$ cat config.mk
export PLATFORM = sky130hd
export DESIGN_NAME = mesi_snoop_responder_flat
export DESIGN_NICKNAME = d
export VERILOG_FILES = /design/src/rtl/mesi_pkg.sv /design/src/rtl/mesi_snoop_responder_if.sv /design/src/rtl/mesi_snoop_decode.sv /design/src/rtl/mesi_snoop_responder.sv /design/src/flat_wrapper.sv
export SDC_FILE = /design/constraint.sdc
export NUM_CORES = 1
export LEC_CHECK = 0
export BUFFER_PORTS_ARGS = -buffer_cell sky130_fd_sc_hd__clkbuf_2
export CAP_MARGIN = 20
export CORE_ASPECT_RATIO = 1.2
export CORE_UTILIZATION = 33
export CTS_BUF_LIST = sky130_fd_sc_hd__clkbuf_8
export DETAILED_ROUTE_END_ITERATION = 10
export PLACE_DENSITY = 0.57
export SLEW_MARGIN = 0
export SYNTH_ARGS = -nofsm -noshare
export SYNTH_HDL_FRONTEND = slang
export SYNTH_SLANG_ARGS = --single-unit
export TNS_END_PERCENT = 50
$ cat constraint.sdc
create_clock -name clk_i -period 1.9 [get_ports clk_i]
set_clock_uncertainty 0.15 [all_clocks]
set_input_delay 0.475 -clock clk_i [delete_from_list [all_inputs] [get_ports clk_i]]
set_output_delay 0.475 -clock clk_i [all_outputs]
set_load 0.05 [all_outputs]
$ cat src/rtl/mesi_pkg.sv
// Shared MESI encodings for the cache and its snoop responder.
// Line states, bus snoop commands and snooper FSM states.
package mesi_pkg;

  typedef enum logic [1:0] {
    ST_I = 2'd0,
    ST_S = 2'd1,
    ST_E = 2'd2,
    ST_M = 2'd3
  } mesi_e;

  typedef enum logic [1:0] {
    CMD_NONE = 2'd0,
    CMD_RD   = 2'd1,
    CMD_RDX  = 2'd2,
    CMD_UPGR = 2'd3
  } cmd_e;

  typedef enum logic [1:0] {
    IDLE    = 2'd0,
    LOOKUP  = 2'd1,
    DECIDE  = 2'd2,
    RESPOND = 2'd3
  } snp_fsm_e;

endpackage

$ cat src/rtl/mesi_snoop_responder_if.sv
// Snoop bus, response bus and state-array port of the snoop responder.
// slave = responder side, master = bus/cache side.
interface mesi_snoop_if #(
  parameter int NUM_LINES = 16,
  parameter int ADDR_W    = 32,
  parameter int DATA_W    = 32
);
  localparam int INDEX_W = $clog2(NUM_LINES);
  localparam int TAG_W   = ADDR_W - INDEX_W - 2;

  logic               snp_valid;
  logic               snp_ready;
  logic [1:0]         snp_cmd;
  logic [ADDR_W-1:0]  snp_addr;
  logic               rsp_valid;
  logic               rsp_ready;
  logic               rsp_shared;
  logic               rsp_dirty;
  logic [DATA_W-1:0]  rsp_data;
  logic               arr_rd_en;
  logic [INDEX_W-1:0] arr_idx;
  logic [1:0]         arr_rd_state;
  logic [TAG_W-1:0]   arr_rd_tag;
  logic [DATA_W-1:0]  arr_rd_data;
  logic               arr_wr_en;
  logic [1:0]         arr_wr_state;
  logic               core_lock;
  logic               proto_err;
  logic [15:0]        hit_cnt;

  modport slave (
    input  snp_valid, snp_cmd, snp_addr, rsp_ready,
    input  arr_rd_state, arr_rd_tag, arr_rd_data, core_lock,
    output snp_ready, rsp_valid, rsp_shared, rsp_dirty, rsp_data,
    output arr_rd_en, arr_idx, arr_wr_en, arr_wr_state,
    output proto_err, hit_cnt
  );

  modport master (
    output snp_valid, snp_cmd, snp_addr, rsp_ready,
    output arr_rd_state, arr_rd_tag, arr_rd_data, core_lock,
    input  snp_ready, rsp_valid, rsp_shared, rsp_dirty, rsp_data,
    input  arr_rd_en, arr_idx, arr_wr_en, arr_wr_state,
    input  proto_err, hit_cnt
  );
endinterface

$ cat src/rtl/mesi_snoop_decode.sv
// MESI snoop transition decode: next line state and response bits
// for one snooped command against the current line state.
module mesi_snoop_decode
  import mesi_pkg::*;
(
  input  cmd_e  cmd_i,
  input  mesi_e state_i,
  input  logic  hit_i,
  output mesi_e next_state_o,
  output logic  shared_o,
  output logic  dirty_o,
  output logic  err_o
);

  always_comb begin
    next_state_o = state_i;
    shared_o     = 1'b0;
    dirty_o      = 1'b0;
    err_o        = 1'b0;
    unique case (1'b1)
      (!hit_i || cmd_i == CMD_NONE): ;
      (hit_i && cmd_i == CMD_RD): begin
        next_state_o = ST_S;
        shared_o     = 1'b1;
        dirty_o      = (state_i == ST_M);
      end
      (hit_i && cmd_i == CMD_RDX): begin
        next_state_o = ST_I;
        shared_o     = 1'b1;
        dirty_o      = (state_i == ST_M);
      end
      (hit_i && cmd_i == CMD_UPGR): begin
        shared_o = 1'b1;
        // Upgrade aimed at an exclusive owner means another
        // cache believes it shares a line we hold alone.
        if (state_i == ST_S) next_state_o = ST_I;
        else                 err_o        = 1'b1;
      end
      default: ;
    endcase
  end

endmodule

$ cat src/rtl/mesi_snoop_responder.sv
// Bus snoop responder: looks up the local state array, answers the
// snoop and downgrades the line.
module mesi_snoop_responder
  import mesi_pkg::*;
#(
  parameter int NUM_LINES = 16,
  parameter int ADDR_W    = 32,
  parameter int DATA_W    = 32
) (
  input logic clk_i,
  input logic rst_ni,
  mesi_snoop_if.slave bus
);

  localparam int INDEX_W = $clog2(NUM_LINES);
  localparam int TAG_W   = ADDR_W - INDEX_W - 2;

  snp_fsm_e state_q, state_d;

  cmd_e               cmd_q;
  logic [INDEX_W-1:0] idx_q;
  logic [TAG_W-1:0]   tag_q;
  logic               rsp_shared_q;
  logic               rsp_dirty_q;
  logic [DATA_W-1:0]  rsp_data_q;
  logic               proto_err_q;
  logic [15:0]        hit_cnt_q, hit_cnt_d;

  logic       snp_ready, rsp_valid;
  logic       arr_rd_en, arr_wr_en;
  mesi_e      arr_wr_state;
  logic       accept, rsp_hs, hit;
  mesi_e      cur_st, nxt_st;
  logic       dec_shared, dec_dirty, dec_err;
  logic [1:0] unused_addr;

  assign unused_addr = bus.snp_addr[1:0];
  assign cur_st = mesi_e'(bus.arr_rd_state);
  assign hit    = (cur_st != ST_I) && (bus.arr_rd_tag == tag_q);
  assign accept = bus.snp_valid && snp_ready;
  assign rsp_hs = rsp_valid && bus.rsp_ready;

  mesi_snoop_decode u_decode (
    .cmd_i        (cmd_q),
    .state_i      (cur_st),
    .hit_i        (hit),
    .next_state_o (nxt_st),
    .shared_o     (dec_shared),
    .dirty_o      (dec_dirty),
    .err_o        (dec_err)
  );

  always_ff @(posedge clk_i or negedge rst_ni) begin
    if (!rst_ni) state_q <= IDLE;
    else         state_q <= state_d;
  end

  always_comb begin
    state_d = state_q;
    unique case (state_q)
      IDLE:    if (bus.snp_valid) state_d = LOOKUP;
      LOOKUP:  if (!bus.core_lock) state_d = DECIDE;
      DECIDE:  state_d = RESPOND;
      RESPOND: if (bus.rsp_ready) state_d = IDLE;
      default: state_d = IDLE;
    endcase
  end

  always_comb begin
    snp_ready    = 1'b0;
    rsp_valid    = 1'b0;
    arr_rd_en    = 1'b0;
    arr_wr_en    = 1'b0;
    arr_wr_state = ST_I;
    unique case (state_q)
      IDLE:    snp_ready = 1'b1;
      LOOKUP:  arr_rd_en = !bus.core_lock;
      DECIDE: begin
        if (hit && nxt_st != cur_st) begin
          arr_wr_en    = 1'b1;
          arr_wr_state = nxt_st;
        end
      end
      RESPOND: rsp_valid = 1'b1;
      default: ;
    endcase
  end

  always_comb begin
    hit_cnt_d = hit_cnt_q;
    if (rsp_hs && rsp_shared_q && hit_cnt_q != 16'hFFFF)
      hit_cnt_d = hit_cnt_q + 16'd1;
  end

  always_ff @(posedge clk_i or negedge rst_ni) begin
    if (!rst_ni) begin
      cmd_q        <= CMD_NONE;
      idx_q        <= '0;
      tag_q        <= '0;
      rsp_shared_q <= 1'b0;
      rsp_dirty_q  <= 1'b0;
      rsp_data_q   <= '0;
      proto_err_q  <= 1'b0;
      hit_cnt_q    <= '0;
    end else begin
      hit_cnt_q <= hit_cnt_d;
      if (accept) begin
        cmd_q <= cmd_e'(bus.snp_cmd);
        idx_q <= bus.snp_addr[INDEX_W+1:2];
        tag_q <= bus.snp_addr[ADDR_W-1:INDEX_W+2];
      end
      if (state_q == DECIDE) begin
        rsp_shared_q <= dec_shared;
        rsp_dirty_q  <= dec_dirty;
        rsp_data_q   <= dec_dirty ? bus.arr_rd_data : '0;
        proto_err_q  <= proto_err_q | dec_err;
      end else if (rsp_hs) begin
        rsp_shared_q <= 1'b0;
        rsp_dirty_q  <= 1'b0;
        rsp_data_q   <= '0;
      end
    end
  end

  assign bus.snp_ready    = snp_ready;
  assign bus.rsp_valid    = rsp_valid;
  assign bus.rsp_shared   = rsp_shared_q;
  assign bus.rsp_dirty    = rsp_dirty_q;
  assign bus.rsp_data     = rsp_data_q;
  assign bus.arr_rd_en    = arr_rd_en;
  assign bus.arr_idx      = idx_q;
  assign bus.arr_wr_en    = arr_wr_en;
  assign bus.arr_wr_state = arr_wr_state;
  assign bus.proto_err    = proto_err_q;
  assign bus.hit_cnt      = hit_cnt_q;

endmodule

$ cat src/flat_wrapper.sv
// flat-port wrapper written by rule: the top's interface ports become plain ports
module mesi_snoop_responder_flat import mesi_pkg::*;
#(
  parameter int NUM_LINES = 16,
  parameter int ADDR_W    = 32,
  parameter int DATA_W    = 32
)
  (clk_i, rst_ni, bus_snp_valid, bus_snp_cmd, bus_snp_addr, bus_rsp_ready, bus_arr_rd_state, bus_arr_rd_tag, bus_arr_rd_data, bus_core_lock, bus_snp_ready, bus_rsp_valid, bus_rsp_shared, bus_rsp_dirty, bus_rsp_data, bus_arr_rd_en, bus_arr_idx, bus_arr_wr_en, bus_arr_wr_state, bus_proto_err, bus_hit_cnt);
  mesi_snoop_if #(.NUM_LINES(NUM_LINES), .ADDR_W(ADDR_W), .DATA_W(DATA_W)) bus_i ();
  input logic clk_i;
  input logic rst_ni;
  input wire logic [$bits(bus_i.snp_valid)-1:0] bus_snp_valid;
  input wire logic [$bits(bus_i.snp_cmd)-1:0] bus_snp_cmd;
  input wire logic [$bits(bus_i.snp_addr)-1:0] bus_snp_addr;
  input wire logic [$bits(bus_i.rsp_ready)-1:0] bus_rsp_ready;
  input wire logic [$bits(bus_i.arr_rd_state)-1:0] bus_arr_rd_state;
  input wire logic [$bits(bus_i.arr_rd_tag)-1:0] bus_arr_rd_tag;
  input wire logic [$bits(bus_i.arr_rd_data)-1:0] bus_arr_rd_data;
  input wire logic [$bits(bus_i.core_lock)-1:0] bus_core_lock;
  output wire logic [$bits(bus_i.snp_ready)-1:0] bus_snp_ready;
  output wire logic [$bits(bus_i.rsp_valid)-1:0] bus_rsp_valid;
  output wire logic [$bits(bus_i.rsp_shared)-1:0] bus_rsp_shared;
  output wire logic [$bits(bus_i.rsp_dirty)-1:0] bus_rsp_dirty;
  output wire logic [$bits(bus_i.rsp_data)-1:0] bus_rsp_data;
  output wire logic [$bits(bus_i.arr_rd_en)-1:0] bus_arr_rd_en;
  output wire logic [$bits(bus_i.arr_idx)-1:0] bus_arr_idx;
  output wire logic [$bits(bus_i.arr_wr_en)-1:0] bus_arr_wr_en;
  output wire logic [$bits(bus_i.arr_wr_state)-1:0] bus_arr_wr_state;
  output wire logic [$bits(bus_i.proto_err)-1:0] bus_proto_err;
  output wire logic [$bits(bus_i.hit_cnt)-1:0] bus_hit_cnt;
  assign bus_i.snp_valid = bus_snp_valid;
  assign bus_i.snp_cmd = bus_snp_cmd;
  assign bus_i.snp_addr = bus_snp_addr;
  assign bus_i.rsp_ready = bus_rsp_ready;
  assign bus_i.arr_rd_state = bus_arr_rd_state;
  assign bus_i.arr_rd_tag = bus_arr_rd_tag;
  assign bus_i.arr_rd_data = bus_arr_rd_data;
  assign bus_i.core_lock = bus_core_lock;
  assign bus_snp_ready = bus_i.snp_ready;
  assign bus_rsp_valid = bus_i.rsp_valid;
  assign bus_rsp_shared = bus_i.rsp_shared;
  assign bus_rsp_dirty = bus_i.rsp_dirty;
  assign bus_rsp_data = bus_i.rsp_data;
  assign bus_arr_rd_en = bus_i.arr_rd_en;
  assign bus_arr_idx = bus_i.arr_idx;
  assign bus_arr_wr_en = bus_i.arr_wr_en;
  assign bus_arr_wr_state = bus_i.arr_wr_state;
  assign bus_proto_err = bus_i.proto_err;
  assign bus_hit_cnt = bus_i.hit_cnt;
  mesi_snoop_responder #(.NUM_LINES(NUM_LINES), .ADDR_W(ADDR_W), .DATA_W(DATA_W)) u_core (.clk_i(clk_i), .rst_ni(rst_ni), .bus(bus_i));
endmodule
* Yosys cells after proc, flatten, opt, wreduce, memory -nomap -nowiden *
Cells that the tools add are included.

word-level totals
  register bits after elaboration = 85
  output and inout bits = 61
  word-level logic and storage cells = 64

operators by class
  add/subtract/negate cells = 1
  eq/ne operators = 14
  mux-type cells = 23
  bitwise gates (word level) = 1
  reduce and logical (&&, ||, !) cells = 16

operators by type and width
  kind                   count
  $mux 32                3
  $eq 26x26->1           1
  $add 16x1->16 const B  1
  $ne 16x16->1 const B   1
  $mux 1                 12
  $mux 2                 6
  $eq 2x2->1 const B     5
  $logic_and 1x1->1      9
  $pmux 2 s4             1
  $eq 2x1->1 const B     3
  $ne 2x2->1 const B     3
  $pmux 2 s3             1
  $reduce_bool 2->1      2
  $reduce_and 3->1       1
  $reduce_or 3->1        1
  $logic_not 2->1        1
  $ne 2x2->1             1
  $reduce_or 2->1        1
  $logic_not 1->1        1
  $or 1x1->1             1

* Depth between registers and ports, before layout *
  depth in word-level cells = 8
  mapped depth = 7
  mapped depth without buffers = 6

* Modules after synthesis *
Synthesis repeated with hierarchy kept, for this count alone.

second synthesis, totals
  cells, all modules = 295
  area total of the unflattened synthesis = 3771.1 sq um

by module, submodules not included
  module                times used  cells an instance  area an instance (sq um)  seq. area each (sq um)
  mesi_snoop_responder  1           286                3704.8                    2127.0
  mesi_snoop_decode     1           9                  66.3                      0.0

* Least setup slack after synthesis *
Ideal clock, no wire load.

  path kind = flip-flop to output port
  from = register u_core.state_q[0]
  to = output bus_arr_wr_en
  arrival time = 2.193 ns
  required time = 1.275 ns
  path slack = -0.918 ns
  stages on the path, launching flop included = 7
  path through = dfrtp_1 -> inv_1 -> ha_1 -> o21ai_2 -> nor4_1 -> nand3_1 -> nor3_1

on the way
  word-level cells in the longest chain between the ends = 2

RTL lines
  what                      RTL line                    RTL
  start: declaration        mesi_snoop_responder.sv:18  snp_fsm_e state_q, state_d;
  start signal: assignment  mesi_snoop_responder.sv:55  else state_q <= state_d;
  $eq 2x2->1                mesi_snoop_responder.sv:75  unique case (state_q)
  $mux 1                    mesi_snoop_responder.sv:75
  end: declaration          flat_wrapper.sv:27          output wire logic [$bits(bus_i.arr_wr_en)-1:0] bus_arr_wr_en;

Every way passes these cells.

* Worst setup path in the final report *
  from = register u_core.tag_q[7]
  to = output bus_arr_wr_state[0]

on the way
  word-level cells in the longest chain between the ends = 8
  elaborated cells between the ends (all ways) = 10
  those cells by class = eq/ne: 2; mux: 3; reduce/logical: 5

RTL lines
  what                                         RTL line                                                                   RTL
  start: declaration                           mesi_snoop_responder.sv:22                                                 logic [TAG_W-1:0] tag_q;
  start signal: assignment                     mesi_snoop_responder.sv:110                                                tag_q <= bus.snp_addr[ADDR_W-1:INDEX_W+2];
  $eq 26x26->1 (*)                             mesi_snoop_responder.sv:39                                                 assign hit = (cur_st != ST_I) && (bus.arr_rd_tag == tag_q);
  $logic_and 1x1->1 (*)                        mesi_snoop_responder.sv:39
  $logic_and 1x1->1, on equally long branches  mesi_snoop_decode.sv:32, mesi_snoop_decode.sv:27, mesi_snoop_decode.sv:22
  $pmux 2 s3                                   mesi_snoop_decode.sv:20                                                    unique case (1'b1)
  $ne 2x2->1                                   mesi_snoop_responder.sv:79                                                 if (hit && nxt_st != cur_st) begin
  $logic_and 1x1->1                            mesi_snoop_responder.sv:79
  $mux 2 (*)                                   mesi_snoop_responder.sv:79
  $mux 2 (*)                                   mesi_snoop_responder.sv:75
  end: declaration                             flat_wrapper.sv:28                                                         output wire logic [$bits(bus_i.arr_wr_state)-1:0] bus_arr_wr_state;

Every way passes the cells marked *; elsewhere a longest branch is shown, timed or not.

==> results list <==
- Prior to clock tree synthesis, the placed netlist has a worst setup slack of -0.742 ns.
* Cell leakage power: approximately 3.2 nW
* Synth async-reset ratio: 100%
- Maximum clock path buffer count: 2
- Worst r2r src: u_core.tag_q[13]$_DFFE_PN0P_
- Crit-path cells: xor2_2 > nor4_2 > buf_4 > nand4_1 > buf_4 > nor3_4 > buf_8
- Unrepaired setup endpoints after global routing: true
- In this run the cell area measured after placement is 5870 µm².
- Routability cong.: 0.803
- Final critical delay including setup and external delays: between 2 and 3 ns
- The count of final hold-check violations came to 0.
- In this run the horizontal extent of the chip is 108 µm.
- Number of warning messages in the yosys log: 0
- STA puts the critical path data arrival time at 2.05 ns.
- Max-cap violations in this run came to 0.
- The final count of pins violating max slew is 0.
* Share of the clock period used by the worst path after layout: 141%
- The worst setup path is of the flip-flop to output pin kind.
* Mapped cell area: 4440 µm²
- After detailed routing, the average wire length per cell comes to 16.2 µm.
* Number of vias per cell: a little over 5
* Critical Path Sink Type: output pin
- The routed layout has 4250 vias.
* Most frequent standard cell in the layout excluding fill and tap cells: sky130_fd_sc_hd__clkbuf_2
- Overall die height: 129 µm
* Standard cell core area: 13200 µm²
* I/O pin count: 160
- Antenna-violating nets left: 0
* Clock tree from TritonCTS: built
- Cell internal power was estimated by the tool at 0.00471 W.
- In this run the worst setup path begins at u_core.tag_q[7]$_DFFE_PN0P_.
* Area added between synthesis and finish: 52.3%
- The clock drives 85 sinks.
- DR pass1 iterations: 4
* GRT Util Overall: a little under a fifth
- On the worst path, the slowest cell contributes a delay of 0.42 ns.
* Most common cell type on the critical path: sky130_fd_sc_hd__buf_4
* Combinational power share: 48.6%
* Number of DRC violations after detailed-routing iteration 0: 200
- The number of different library cells used by synthesis comes to 39.
* Final core utilization: 51.3%
- Counting cells, the worst reg-to-reg path comes to 7.
- After detailed routing, the number of remaining DRC violations is 0.
- Syn nets: 549
* Initial antenna violation count: 1
- Origin of the worst min-delay path: bus_snp_cmd[0]
- Sequential elements use 47.9% of the synthesized area.
* Class of the worst hold path: primary input to flip-flop
- Worst-path fanout max: 2
- Proportion of layout cells with a drive suffix above 1: 53.8%
- Switching power: 0.00295 W
- Level count of the clock H-tree: 3
* Final instance area: approximately 6800 µm²
- Final Worst Setup Slack: -0.779 ns
- Worst hold path depth: 2
* Buffer type at the clock tree root: sky130_fd_sc_hd__clkbuf_8
- Vias in the first global route: 4119
* Total number of placement rows: 46
- Wire length after detailed routing: 13500 µm
- Yosys reg bits: 85
- Power density normalized to cell area: 1130 nW/µm²
- 0 antenna diodes ended up in the layout.
- IR analysis of the VDD net gives a maximum drop of 739 µV.
- HPWL reported at the end of detailed placement: 9130 µm
* Wire length of the first global-routing pass: between 20000 and 25000 µm
* Kind of launch point of the worst setup path: flip-flop
- Derived from the worst setup path, the maximum achievable clock frequency is between 300 and 400 MHz.
* Largest net degree at the start of global routing: 49
* Remaining global-route overflow: 0
* Most used flip-flop cell after synthesis: sky130_fd_sc_hd__dfrtp_1
* Number of enable flip-flop cells after synthesis: 0
- Smallest hold slack: 0.171 ns
- Dividing the synthesized area by the synthesized cell count gives 9.98 µm².
- Starting utilization of the core area: 33.7%
* Clock network fraction of design power: a little under a fifth
* Total Nets Final: 761
- After clock tree synthesis, the clock-pin slew on the worst setup and hold paths is 0.10 ns.
- Post-Synthesis Cells: ~450
- Critical path's slowest cell: sky130_fd_sc_hd__dfrtp_1
- Port Buffer Count: 156
- Highest-count cells in the layout ignoring fill and taps: 150 x sky130_fd_sc_hd__clkbuf_2, 75 x sky130_fd_sc_hd__nand2_1, 75 x sky130_fd_sc_hd__dfrtp_1
* Clock buffer count from CTS: 9
- Sequential share of power: about a third
- The checks that failed: setup timing.
- The flow ran to the end, but the final reports show violations.
* Clock insertion delay at the later pin of the skew report: around 0.38 ns
- Across all register-to-register paths, the minimum setup slack is 0 ns.
* Share of total power consumed by net switching: 38.5%
- The die covers 13900 µm².
* Data required, critical path: 1.27 ns
* Finish-stage setup viols: 5
-- cell families after synthesis --
group                      synth area share, %
adders and majority gates                 1.41
muxes                                     8.87
other                                   0.0844
xor gates and xnor gates                  8.08
AOI/OAI and AO/OA                         5.13
DFF                                       47.9
buffers and inverters                     4.37
and+or+nand+nor                           24.2
-- power groups by stage --
stage	Sequential, W	Combinational (W)	Clock (W)
6_report	0.00247	0.00373	0.00147
5_1_grt	0.00252	0.00399	0.00159
4_1_cts	0.00247	0.00347	0.00152
3_5_place_dp	0.00250	0.00322	0
3_3_place_gp	0.00248	0.00315	0
2_1_floorplan	0.00259	0.00177	0
-- stage by stage --
step                instances  TNS [ns]  power (W)
floorplan                 445    -0.790    0.00437
global placement          795     -6.54    0.00563
detailed placement        795     -6.56    0.00572
CTS                       818     -1.92    0.00746
global route              830     -3.51    0.00810
finish                    830     -1.76    0.00767
-- critical path, delay by kind of cell (launching register included) --
kind / cells / cell delay, ns
AND/OR/NAND/NOR: 3 / 0.58
buffers and inverters: 3 / 0.51
flip-flops: 1 / 0.42
XOR/XNOR: 1 / 0.17
-- what timing repair did --
item                                    CTS  global route
gates cloned                              3             6
endpoints found under the setup margin   40            50
gates resized for setup                  51            37
hold endpoints to repair                  7             0
hold buffers                              1             0
pin swaps                                14            37
buffers inserted                          5             8
-- worst paths after layout --
check / to
setup / recovery: bus_arr_wr_state[0]
min in group asynchronous: u_core.bus.arr_idx[2]$_DFFE_PN0P_
hold / removal: u_core.cmd_q[0]$_DFFE_PN0P_
max in group asynchronous: u_core.bus.hit_cnt[10]$_DFFE_PN0P_
setup reg to reg: u_core.bus.rsp_data[3]$_DFFE_PN0P_
hold reg to reg: u_core.bus.rsp_data[11]$_DFFE_PN0P_
-- routing by layer --
metal / global-route usage (%) / share of wire (%)
met3: 5.23 / 7.7
met4: 7.57 / 2.1
met2: 31.6 / 49
met5: 0 / 0.089
met1: 22.8 / 41
-- layout make-up --
class | instances | area (µm²)
clock inverters | 7 | 96.3
repair buffers | 232 | 1700
flip-flops and latches | 85 | 2140
inverters | 9 | 38.8
clock buffers | 9 | 124
multi-input cells | 320 | 2460
well taps | 168 | 210
fillers | 1229 | 6410
-- sequential cells by signal (all words and copies together) (netlist names) --
| name | flops |
|---|---|
| u_core.tag_q | 26 |
| u_core.bus.rsp_shared | 1 |
| u_core.state_q | 2 |
| u_core.bus.rsp_data | 32 |
| u_core.bus.hit_cnt | 16 |
| u_core.bus.arr_idx | 4 |
| u_core.bus.proto_err | 1 |
| u_core.cmd_q | 2 |
| u_core.bus.rsp_dirty | 1 |
-- cell usage after synthesis, types with 2 or more instances --
cell / count / area [µm²]
sky130_fd_sc_hd__o21ai_0: 4 / 20.0
sky130_fd_sc_hd__mux2_2: 35 / 394
sky130_fd_sc_hd__xnor2_1: 3 / 26.3
sky130_fd_sc_hd__o21ai_1: 31 / 155
sky130_fd_sc_hd__nor3b_1: 2 / 15.0
sky130_fd_sc_hd__nand3_1: 6 / 30.0
sky130_fd_sc_hd__buf_4: 2 / 15.0
sky130_fd_sc_hd__and3_1: 2 / 12.5
sky130_fd_sc_hd__nor4_2: 7 / 87.6
sky130_fd_sc_hd__nor2_1: 3 / 11.3
sky130_fd_sc_hd__inv_1: 8 / 30.0
sky130_fd_sc_hd__nor4_4: 2 / 42.5
sky130_fd_sc_hd__dfrtp_1: 85 / 2130
sky130_fd_sc_hd__nor3_1: 43 / 215
sky130_fd_sc_hd__nand2_1: 75 / 282
sky130_fd_sc_hd__buf_6: 3 / 33.8
sky130_fd_sc_hd__o31ai_1: 2 / 15.0
sky130_fd_sc_hd__ha_1: 5 / 62.6
sky130_fd_sc_hd__and4_1: 2 / 17.5
sky130_fd_sc_hd__xor2_1: 38 / 333
sky130_fd_sc_hd__buf_1: 3 / 11.3
sky130_fd_sc_hd__clkbuf_1: 12 / 45.0
sky130_fd_sc_hd__nor4_1: 9 / 56.3
sky130_fd_sc_hd__nand4_1: 38 / 238
sky130_fd_sc_hd__buf_2: 11 / 55.1
(Power assumes the default switching activity.)
